### src/rtl/oam_dma_pkg.sv
// Shared widths, default addresses and FSM state type for the OAM DMA engine.
package oam_dma_pkg;

  localparam int unsigned ADDR_WIDTH = 16;
  localparam int unsigned REG_WIDTH  = 8;
  localparam int unsigned IDX_WIDTH  = 8;

  localparam logic [ADDR_WIDTH-1:0] DEF_DMA_REG_ADDR  = 16'h4014;
  localparam logic [ADDR_WIDTH-1:0] DEF_OAM_DATA_ADDR = 16'h2004;

  typedef enum logic [2:0] {
    ST_IDLE  = 3'd0,
    ST_ALIGN = 3'd1,
    ST_READ  = 3'd2,
    ST_WRITE = 3'd3,
    ST_DONE  = 3'd4
  } oam_dma_state_t;

  // Source address never leaves the selected page.
  function automatic logic [ADDR_WIDTH-1:0] src_addr(input logic [REG_WIDTH-1:0] page,
                                                     input logic [IDX_WIDTH-1:0] idx);
    return ADDR_WIDTH'({page, idx});
  endfunction

endpackage

### src/rtl/oam_dma.sv
// Sprite OAM DMA: copies one 256-byte CPU page to the OAM data port while stalling the CPU.
// Optional build macro OAM_DMA_ALIGN_EN adds a parity-dependent extra alignment cycle.
module oam_dma
  import oam_dma_pkg::*;
#(
  parameter logic [ADDR_WIDTH-1:0] DMA_REG_ADDR  = DEF_DMA_REG_ADDR,
  parameter logic [ADDR_WIDTH-1:0] OAM_DATA_ADDR = DEF_OAM_DATA_ADDR
) (
  input  logic                  clk,
  input  logic                  reset,
  input  logic [ADDR_WIDTH-1:0] cpu_addr,
  input  logic [REG_WIDTH-1:0]  cpu_din,
  input  logic                  cpu_we,
  output logic                  rdy,
  output logic                  dma_active,
  output logic [ADDR_WIDTH-1:0] bus_addr,
  output logic [REG_WIDTH-1:0]  bus_dout,
  input  logic [REG_WIDTH-1:0]  bus_din,
  output logic                  bus_we,
  output logic                  done
);

  oam_dma_state_t        state_q, state_d;
  logic [REG_WIDTH-1:0]  page_q, page_d;
  logic [IDX_WIDTH-1:0]  idx_q, idx_d;
  logic [REG_WIDTH-1:0]  latch_q, latch_d;
  logic                  rdy_q, rdy_d;
  logic                  active_q, active_d;
  logic                  we_q, we_d;
  logic                  done_q, done_d;
  logic [ADDR_WIDTH-1:0] addr_q, addr_d;
  logic                  trigger_c;

`ifdef OAM_DMA_ALIGN_EN
  logic parity_q;
  logic align_wait_q, align_wait_d;

  // Free-running cycle parity.
  always_ff @(posedge clk or posedge reset) begin
    if (reset) begin
      parity_q     <= 1'b0;
      align_wait_q <= 1'b0;
    end else begin
      parity_q     <= ~parity_q;
      align_wait_q <= align_wait_d;
    end
  end
`endif

  assign trigger_c = cpu_we && (cpu_addr == DMA_REG_ADDR);

  // State, datapath and registered outputs.
  always_ff @(posedge clk or posedge reset) begin
    if (reset) begin
      state_q  <= ST_IDLE;
      page_q   <= '0;
      idx_q    <= '0;
      latch_q  <= '0;
      rdy_q    <= 1'b1;
      active_q <= 1'b0;
      we_q     <= 1'b0;
      done_q   <= 1'b0;
      addr_q   <= '0;
    end else begin
      state_q  <= state_d;
      page_q   <= page_d;
      idx_q    <= idx_d;
      latch_q  <= latch_d;
      rdy_q    <= rdy_d;
      active_q <= active_d;
      we_q     <= we_d;
      done_q   <= done_d;
      addr_q   <= addr_d;
    end
  end

  // Next state; outputs are decoded from the next state so they line up with it.
  always_comb begin
    state_d = state_q;
    page_d  = page_q;
    idx_d   = idx_q;
    latch_d = latch_q;
`ifdef OAM_DMA_ALIGN_EN
    align_wait_d = align_wait_q;
`endif

    case (state_q)
      ST_IDLE: begin
        if (trigger_c) begin
          state_d = ST_ALIGN;
          page_d  = cpu_din;
          idx_d   = '0;
`ifdef OAM_DMA_ALIGN_EN
          // Parity after this edge is the inverse of the current one.
          align_wait_d = ~parity_q;
`endif
        end
      end
      ST_ALIGN: begin
`ifdef OAM_DMA_ALIGN_EN
        if (align_wait_q) begin
          align_wait_d = 1'b0;
        end else begin
          state_d = ST_READ;
        end
`else
        state_d = ST_READ;
`endif
      end
      ST_READ: begin
        latch_d = bus_din;
        state_d = ST_WRITE;
      end
      ST_WRITE: begin
        idx_d   = idx_q + IDX_WIDTH'(1);
        state_d = (idx_q == '1) ? ST_DONE : ST_READ;
      end
      ST_DONE: begin
        state_d = ST_IDLE;
      end
      default: begin
        state_d = ST_IDLE;
      end
    endcase

    rdy_d    = (state_d == ST_IDLE);
    active_d = (state_d != ST_IDLE);
    we_d     = (state_d == ST_WRITE);
    done_d   = (state_d == ST_DONE);
    addr_d   = '0;
    if (state_d == ST_READ) begin
      addr_d = src_addr(page_d, idx_d);
    end else if (state_d == ST_WRITE) begin
      addr_d = OAM_DATA_ADDR;
    end
  end

  assign rdy        = rdy_q;
  assign dma_active = active_q;
  assign bus_we     = we_q;
  assign done       = done_q;
  assign bus_addr   = addr_q;
  assign bus_dout   = latch_q;

endmodule
### config.mk
export PLATFORM = sky130hd
export DESIGN_NAME = oam_dma
export DESIGN_NICKNAME = d
export VERILOG_FILES = /design/src/rtl/oam_dma_pkg.sv /design/src/rtl/oam_dma.sv
export SDC_FILE = /design/constraint.sdc
export NUM_CORES = 1
export LEC_CHECK = 0
export ABC_AREA = 1
export BUFFER_PORTS_ARGS = -buffer_cell sky130_fd_sc_hd__clkbuf_2
export CAP_MARGIN = 25
export CELL_PAD_IN_SITES_DETAIL_PLACEMENT = 1
export CELL_PAD_IN_SITES_GLOBAL_PLACEMENT = 1
export CORE_MARGIN = 4
export CORE_UTILIZATION = 33
export DETAILED_ROUTE_END_ITERATION = 12
export MAX_ROUTING_LAYER = met4
export PLACE_DENSITY_LB_ADDON = 0.1
export SYNTH_ARGS = -nofsm -noshare
export SYNTH_HDL_FRONTEND = slang
export SYNTH_SLANG_ARGS = --single-unit
### constraint.sdc
create_clock -name clk -period 1.54 [get_ports clk]
set_clock_uncertainty 0.2 [all_clocks]
set_input_delay 0.231 -clock clk [delete_from_list [all_inputs] [get_ports clk]]
set_output_delay 0.231 -clock clk [all_outputs]
set_load 0.02 [all_outputs]
==> results of run 1 <==
-- Yosys cell counts (all sizes together) --
library cell,number,area (µm²)
inv,31,116
or2,3,18.8
a21oi,8,40.0
o21ai,11,55.1
dfstp,1,26.3
dfrtp,46,1150
ha,1,12.5
nand3,20,105
buf,6,32.5
nand2,66,248
nand4,2,12.5
o211ai,1,12.5
nor3,4,30.0
nor2,29,119
-- per-stage QoR --
step | worst slack [ns] | hold slack [ns]
floorplan | -0.0413 | 0.0539
global placement | -0.0503 | 0.0150
detailed placement | -0.0767 | 0.0204
CTS | -0.0548 | 0.0823
global route | -0.184 | 0.134
finish | -0.0946 | 0.0863
-- per-layer routing --
metal  vias to the layer above  routed length [µm]  share of wire  track usage
met5                         -                   0              0            -
met1                       917                2370           0.40        0.179
met4                         0                  76          0.013       0.0504
li1                        927                   -              -            -
met2                        39                3190           0.54        0.295
met3                         7                 232          0.040       0.0320
-- sequential cells by signal (all words and copies together), names as in the netlist --
name        flops
done            1
rdy             1
state_q         3
page_q          8
bus_we          1
dma_active      1
bus_addr       16
idx_q           8
bus_dout        8
-- cell type report --
| cell class | count | share of cell area |
|---|---|---|
| clock buffer | 6 | 0.0262 |
| timing repair buffer | 110 | 0.250 |
| clock inverter | 2 | 0.00516 |
| multi-input combinational | 145 | 0.277 |
| inverter | 31 | 0.0389 |
| sequential | 47 | 0.374 |
| tap | 72 | 0.0286 |
-- power by group through the flow --
| stage | sequential, mW | clock [mW] | combinational [mW] |
|---|---|---|---|
| floorplan | 2.11 | 0 | 0.681 |
| global placement | 1.76 | 0 | 1.74 |
| detailed placement | 1.78 | 0 | 1.80 |
| CTS | 1.76 | 0.814 | 1.95 |
| global route | 1.80 | 0.878 | 2.30 |
| finish | 1.76 | 0.798 | 2.10 |
-- final timing paths --
| path | endpoint | from | slack [ns] | cells past startpoint |
|---|---|---|---|---|
| setup / recovery | bus_addr[10] | state_q[1] | -0.09 | 8 |
| hold / removal | page_q[5] | cpu_addr[12] | 0.09 | 4 |
| setup reg to reg | bus_addr[10] | state_q[1] | -0.09 | 8 |
| hold reg to reg | bus_dout[2] | bus_dout[2] | 0.28 | 2 |
| max in group asynchronous | bus_addr[12] | reset | 0.42 | 4 |
| min in group asynchronous | page_q[7] | reset | 0.24 | 3 |
-- what timing repair did --
action	4_1_cts	5_1_grt
resized for setup	21	35
hold buffers	17	0
setup endpoints to repair	24	33
gates cloned	0	3
pin swaps	7	5
hold endpoints to repair	53	0
buffers inserted	1	1
-- cell families after synthesis --
family                     count (synthesis)  synth area share
AOI/OAI and AO/OA                         20            0.0544
buffers and inverters                     37            0.0752
adders and majority gates                  1           0.00632
DFF                                       47             0.595
and+or+nand+nor                          124             0.269
-- worst max-delay path, delay by kind of cell (launching register included) --
family,cells,cell delay [ns]
simple gates,6,0.68
compound gates,1,0.08
buf+inv,1,0.21
flops,1,0.40
==> out/metrics.json, run 1 <==
{
  "run_status": "finished with violations",
  "failed_checks": "negative setup slack",
  "worst-slew-pin-transition_ns": 0.378,
  "clock_power_frac": 0.171,
  "hpwlAfterDp_um": 4000,
  "power.density_cell_area_mw_per_mm2": 1480,
  "drt_pre_antenna_iters": 4,
  "drt_wl_total_um": 5870,
  "timing_worst_setup_path_type": "flop to flop",
  "final_min_period_over_clock_period": 1.06,
  "post-route-drc-count": 0,
  "pin_count": 63,
  "critical_path_required_ns": 1.58,
  "yosys_warnings": 0,
  "cp_startpoint_kind": "flop",
  "max_freq_mhz": 612,
  "globalRouteOverflowTotal": 0,
  "synth.yosys.seq_area_share": 0.595,
  "slew_headroom": 0.745,
  "place_area_mm2": 0.00259,
  "post_synth_instance_area_mm2": 0.00198,
  "grt_pass1_wl_um": 9250,
  "clock_path_buffers": 2,
  "avgRoutedWirePerCell_um": 14.2,
  "clock_sinks": 47,
  "total_power_mw": 4.66,
  "tritoncts": "yes",
  "die_y_um": 85.4,
  "multi_input_comb_area_um2": 875,
  "slew_violations": 0,
  "num_rows": 27,
  "power_frac_comb": 0.451,
  "rsz0062_at_grt": "yes",
  "critPathSlowestCell": "dfrtp_1",
  "floorplan.die_area_mm2": 0.00730,
  "endpoint_kind": "flop",
  "dieWidth_um": 85.4,
  "drv_cap": 0,
  "layout_commonest_cell": "clkbuf_2",
  "ant_nets": 0,
  "final-setup-viol-count": 24,
  "critical_path.max_fanout": 6,
  "post_cts_clock_slew_at_the_launch_and_capture_registers_of_the_worst_setup_and_hold_paths_ns": 0.09,
  "start_util": 0.349,
  "dp.cells": 383,
  "synth-seq-cells": 47,
  "insertion_delay_ns": 0.30,
  "power.switching_fraction": 0.407,
  "timing.final.crit_period_ns": 1.63,
  "postSynthAreaPerCell_um2": 8.64,
  "dr_total_vias": 1890,
  "clock-root-buffer": "clkbuf_8",
  "grt_max_degree": 24,
  "path_class_of_the_lowest_slack_min_delay_path": "input pin to flop",
  "critPathMaxStageDelay_ns": 0.40,
  "finalWeightedCongestion": 0.784,
  "setup-tns-final_ns": -1.14,
  "port_buffers": 62,
  "seqCellArea_mm2": 0.00118,
  "n_antenna_cell": 0,
  "finalNonFillerCells": 413,
  "setup_slack_ns": -0.0946,
  "fin_util": 0.555,
  "finalHoldViolations": 0,
  "cts_htree_levels": 2,
  "power.switching_mw": 1.90,
  "grt_util_all_layers": 0.163,
  "route.detailed.vias_per_inst": 4.58,
  "detail_route.iter0.violations": 109,
  "highest_count_cells_in_the_layout_ignoring_fill_and_taps": "clkbuf_2, nand2_1, dfrtp_1",
  "yosys.cell_types.count": 21,
  "design_area_mm2": 0.00315,
  "intPower_mw": 2.76,
  "antenna_found_initial": 0,
  "cts-buffers-inserted": 5,
  "timing.critical_path.arrival_ns": 1.67,
  "ir_drop_v": 0.000837,
  "synthesized_netlist_net_count": 265,
  "cells_along_the_critical_path": "nor2_2, nand2_1, nor2_2, nand3_4, clkbuf_16, nand2_1, o21ai_4, nor2_2",
  "power_leakage_nw": 1.60,
  "areaGrowthSynthToFinish_pct": 59.2,
  "power.share.sequential": 0.377,
  "first_global_vias": 2090,
  "cells_after_synthesis": 229,
  "fraction_of_layout_cells_with_a_size_suffix_above_1": 0.446,
  "final.fill_count": 669,
  "crit_top_cell": "nor2_2",
  "nets": 376,
  "total_core_area_mm2": 0.00568
}
Power figures use the tool's default switching activity.
==> run 2: changes to the inputs <==
Settings changed: CTS_CLUSTER_DIAMETER from default to 100, SETUP_SLACK_MARGIN from default to 0.1.
==> run 2 against run 1 <==
Compared with the run above: the flow still finishes with violations (negative setup slack); global-route usage hardly changed; non-clock buffer count did not move; final cell count unchanged; utilization is 0.18 points lower; critical path depth down 1; total power increased by 6.2%; via count fell by 0.37%.
==> out/metrics.json, run 2 (synthesis results as in run 1) <==
{
  "final-setup-viol-count": 25,
  "finalHoldViolations": 0,
  "dieWidth_um": 85.4,
  "avgRoutedWirePerCell_um": 13.7,
  "drt_wl_total_um": 5670,
  "start_util": 0.349,
  "nets": 376,
  "areaGrowthSynthToFinish_pct": 58.7,
  "critPathLaunch": "idx_q[0]",
  "critical_path.max_fanout": 6,
  "failed_checks": "negative setup slack",
  "power_leakage_nw": 1.61,
  "hpwlAfterDp_um": 4050,
  "ir_drop_v": 0.000742,
  "drt_pre_antenna_iters": 4,
  "r2r_cells": 7,
  "drv_cap": 0,
  "run_status": "finished with violations",
  "timing.critical_path.arrival_ns": 1.60,
  "r2r-end": "bus_addr[4]",
  "port_buffers": 62,
  "finalWeightedCongestion": 0.776,
  "slew_headroom": 0.800,
  "grt_util_all_layers": 0.163,
  "antenna_found_initial": 0,
  "path_class_of_the_lowest_slack_min_delay_path": "input pin to flop",
  "worst-slew-pin-transition_ns": 0.296,
  "post-route-drc-count": 0,
  "hold_start": "cpu_din[5]",
  "route.detailed.vias_per_inst": 4.56,
  "slew_violations": 0,
  "power.density_cell_area_mw_per_mm2": 1570,
  "num_rows": 27,
  "critical_path_required_ns": 1.53,
  "design_area_mm2": 0.00314,
  "layout_commonest_cell": "clkbuf_2",
  "fraction_of_layout_cells_with_a_size_suffix_above_1": 0.457,
  "clock_sinks": 47,
  "dr_total_vias": 1883,
  "highest_count_cells_in_the_layout_ignoring_fill_and_taps": "clkbuf_2, nand2_1, dfrtp_1",
  "post_cts_clock_slew_at_the_launch_and_capture_registers_of_the_worst_setup_and_hold_paths_ns": 0.09,
  "grt_pass1_wl_um": 9270,
  "final_min_period_over_clock_period": 1.05,
  "tritoncts": "yes",
  "max_freq_mhz": 619,
  "pin_count": 63,
  "place_area_mm2": 0.00259,
  "timing.final.crit_period_ns": 1.62,
  "cp_startpoint_kind": "flop",
  "rsz0062_at_grt": "yes",
  "total_core_area_mm2": 0.00568,
  "hold_depth": 3,
  "clock-root-buffer": "clkbuf_8",
  "n_antenna_cell": 0,
  "hold_path_end": "page_q[5]",
  "endpoint_kind": "flop",
  "largest_reg_flops": 16,
  "clock_path_buffers": 2,
  "timing_worst_setup_path_type": "flop to flop",
  "crit-reg2reg-launch": "idx_q[0]",
  "final.fill_count": 687,
  "total_power_mw": 4.95,
  "setup_slack_ns": -0.0754,
  "detail_route.iter0.violations": 40,
  "first_global_vias": 2062,
  "globalRouteOverflowTotal": 0,
  "ant_nets": 0,
  "cts_htree_levels": 2,
  "worst-r2r-setup-slack_ns": -0.08,
  "floorplan.die_area_mm2": 0.00730,
  "insertion_delay_ns": 0.30,
  "die_y_um": 85.4,
  "cts-buffers-inserted": 5,
  "grt_max_degree": 24
}
==> run 2: changes by cell type in the layout (fill, tap and decap cells not counted), moves of 3 or more <==
cell and delta:
nor2_2 +3, nand3_2 +4, o21ai_2 +3, nand3_4 -3
o21ai_4 -4
==> run 2: layout make-up <==
type	instances	area [µm²]	share of cell area
Timing Repair Buffer	110	776	0.247
Multi-Input combinational cell	145	842	0.268
Clock inverter	2	60.1	0.0191
Tap cell	72	90.1	0.0287
Sequential cell	47	1180	0.375
Clock buffer	6	72.6	0.0231
Inverter	31	123	0.0390
==> run 2: metrics by stage <==
| step | utilization | hold WS [ns] | setup WS, ns | setup TNS, ns | instances |
|---|---|---|---|---|---|
| 2_1_floorplan | - | 0.0539 | -0.0413 | -0.476 | 229 |
| 3_3_place_gp | 0.457 | -0.00522 | -0.0316 | -0.128 | 383 |
| 6_report | 0.554 | 0.00511 | -0.0754 | -1.04 | 413 |
| 3_5_place_dp | 0.457 | -0.000503 | -0.116 | -1.27 | 383 |
| 5_1_grt | 0.554 | 0.0184 | -0.166 | -4.06 | 413 |
| 4_1_cts | 0.526 | 0.000274 | -0.0438 | -0.546 | 411 |
==> run 2: how the worst max path moves through the flow <==
stage | end | depth (start not counted) | slack [ns]
finish | bus_addr[4] | 7 | -0.08
global route | page_q[6] | 7 | -0.17
CTS | bus_addr[3] | 7 | -0.04
detailed placement | dma_active | 8 | -0.12
global placement | dma_active | 8 | -0.03
floorplan | bus_addr[5] | 7 | -0.04
==> run 2: what timing repair did <==
item / 4_1_cts / 5_1_grt
pin swaps: 8 / 6
endpoints found under the hold margin: 62 / 0
cloned: 0 / 1
setup buffers: 4 / 2
setup endpoints to repair: 41 / 44
hold buffers: 16 / 0
gates resized for setup: 24 / 33
==> run 2: critical path, stage by stage (launching register included) <==
cell and delay, ns:
dfrtp_1 0.36, ha_2 0.21, nand2_4 0.06, nor2_4 0.10
nand2_4 0.08, o211ai_4 0.26, buf_6 0.19, a21oi_2 0.04
==> run 2: power by group <==
| part | internal (mW) | switching, mW | leakage, nW |
|---|---|---|---|
| clock network | 0.649 | 0.418 | 0.0654 |
| registers | 1.58 | 0.169 | 0.556 |
| logic | 0.845 | 1.28 | 0.990 |
==> run 2: per-layer routing <==
metal  vias to the layer above  track usage  share of wire
li1                        926            -              -
met1                       916        0.181           0.40
met2                        36        0.302           0.55
met3                         5       0.0262          0.038
met4                         0       0.0388         0.0090
met5                         -            -              0
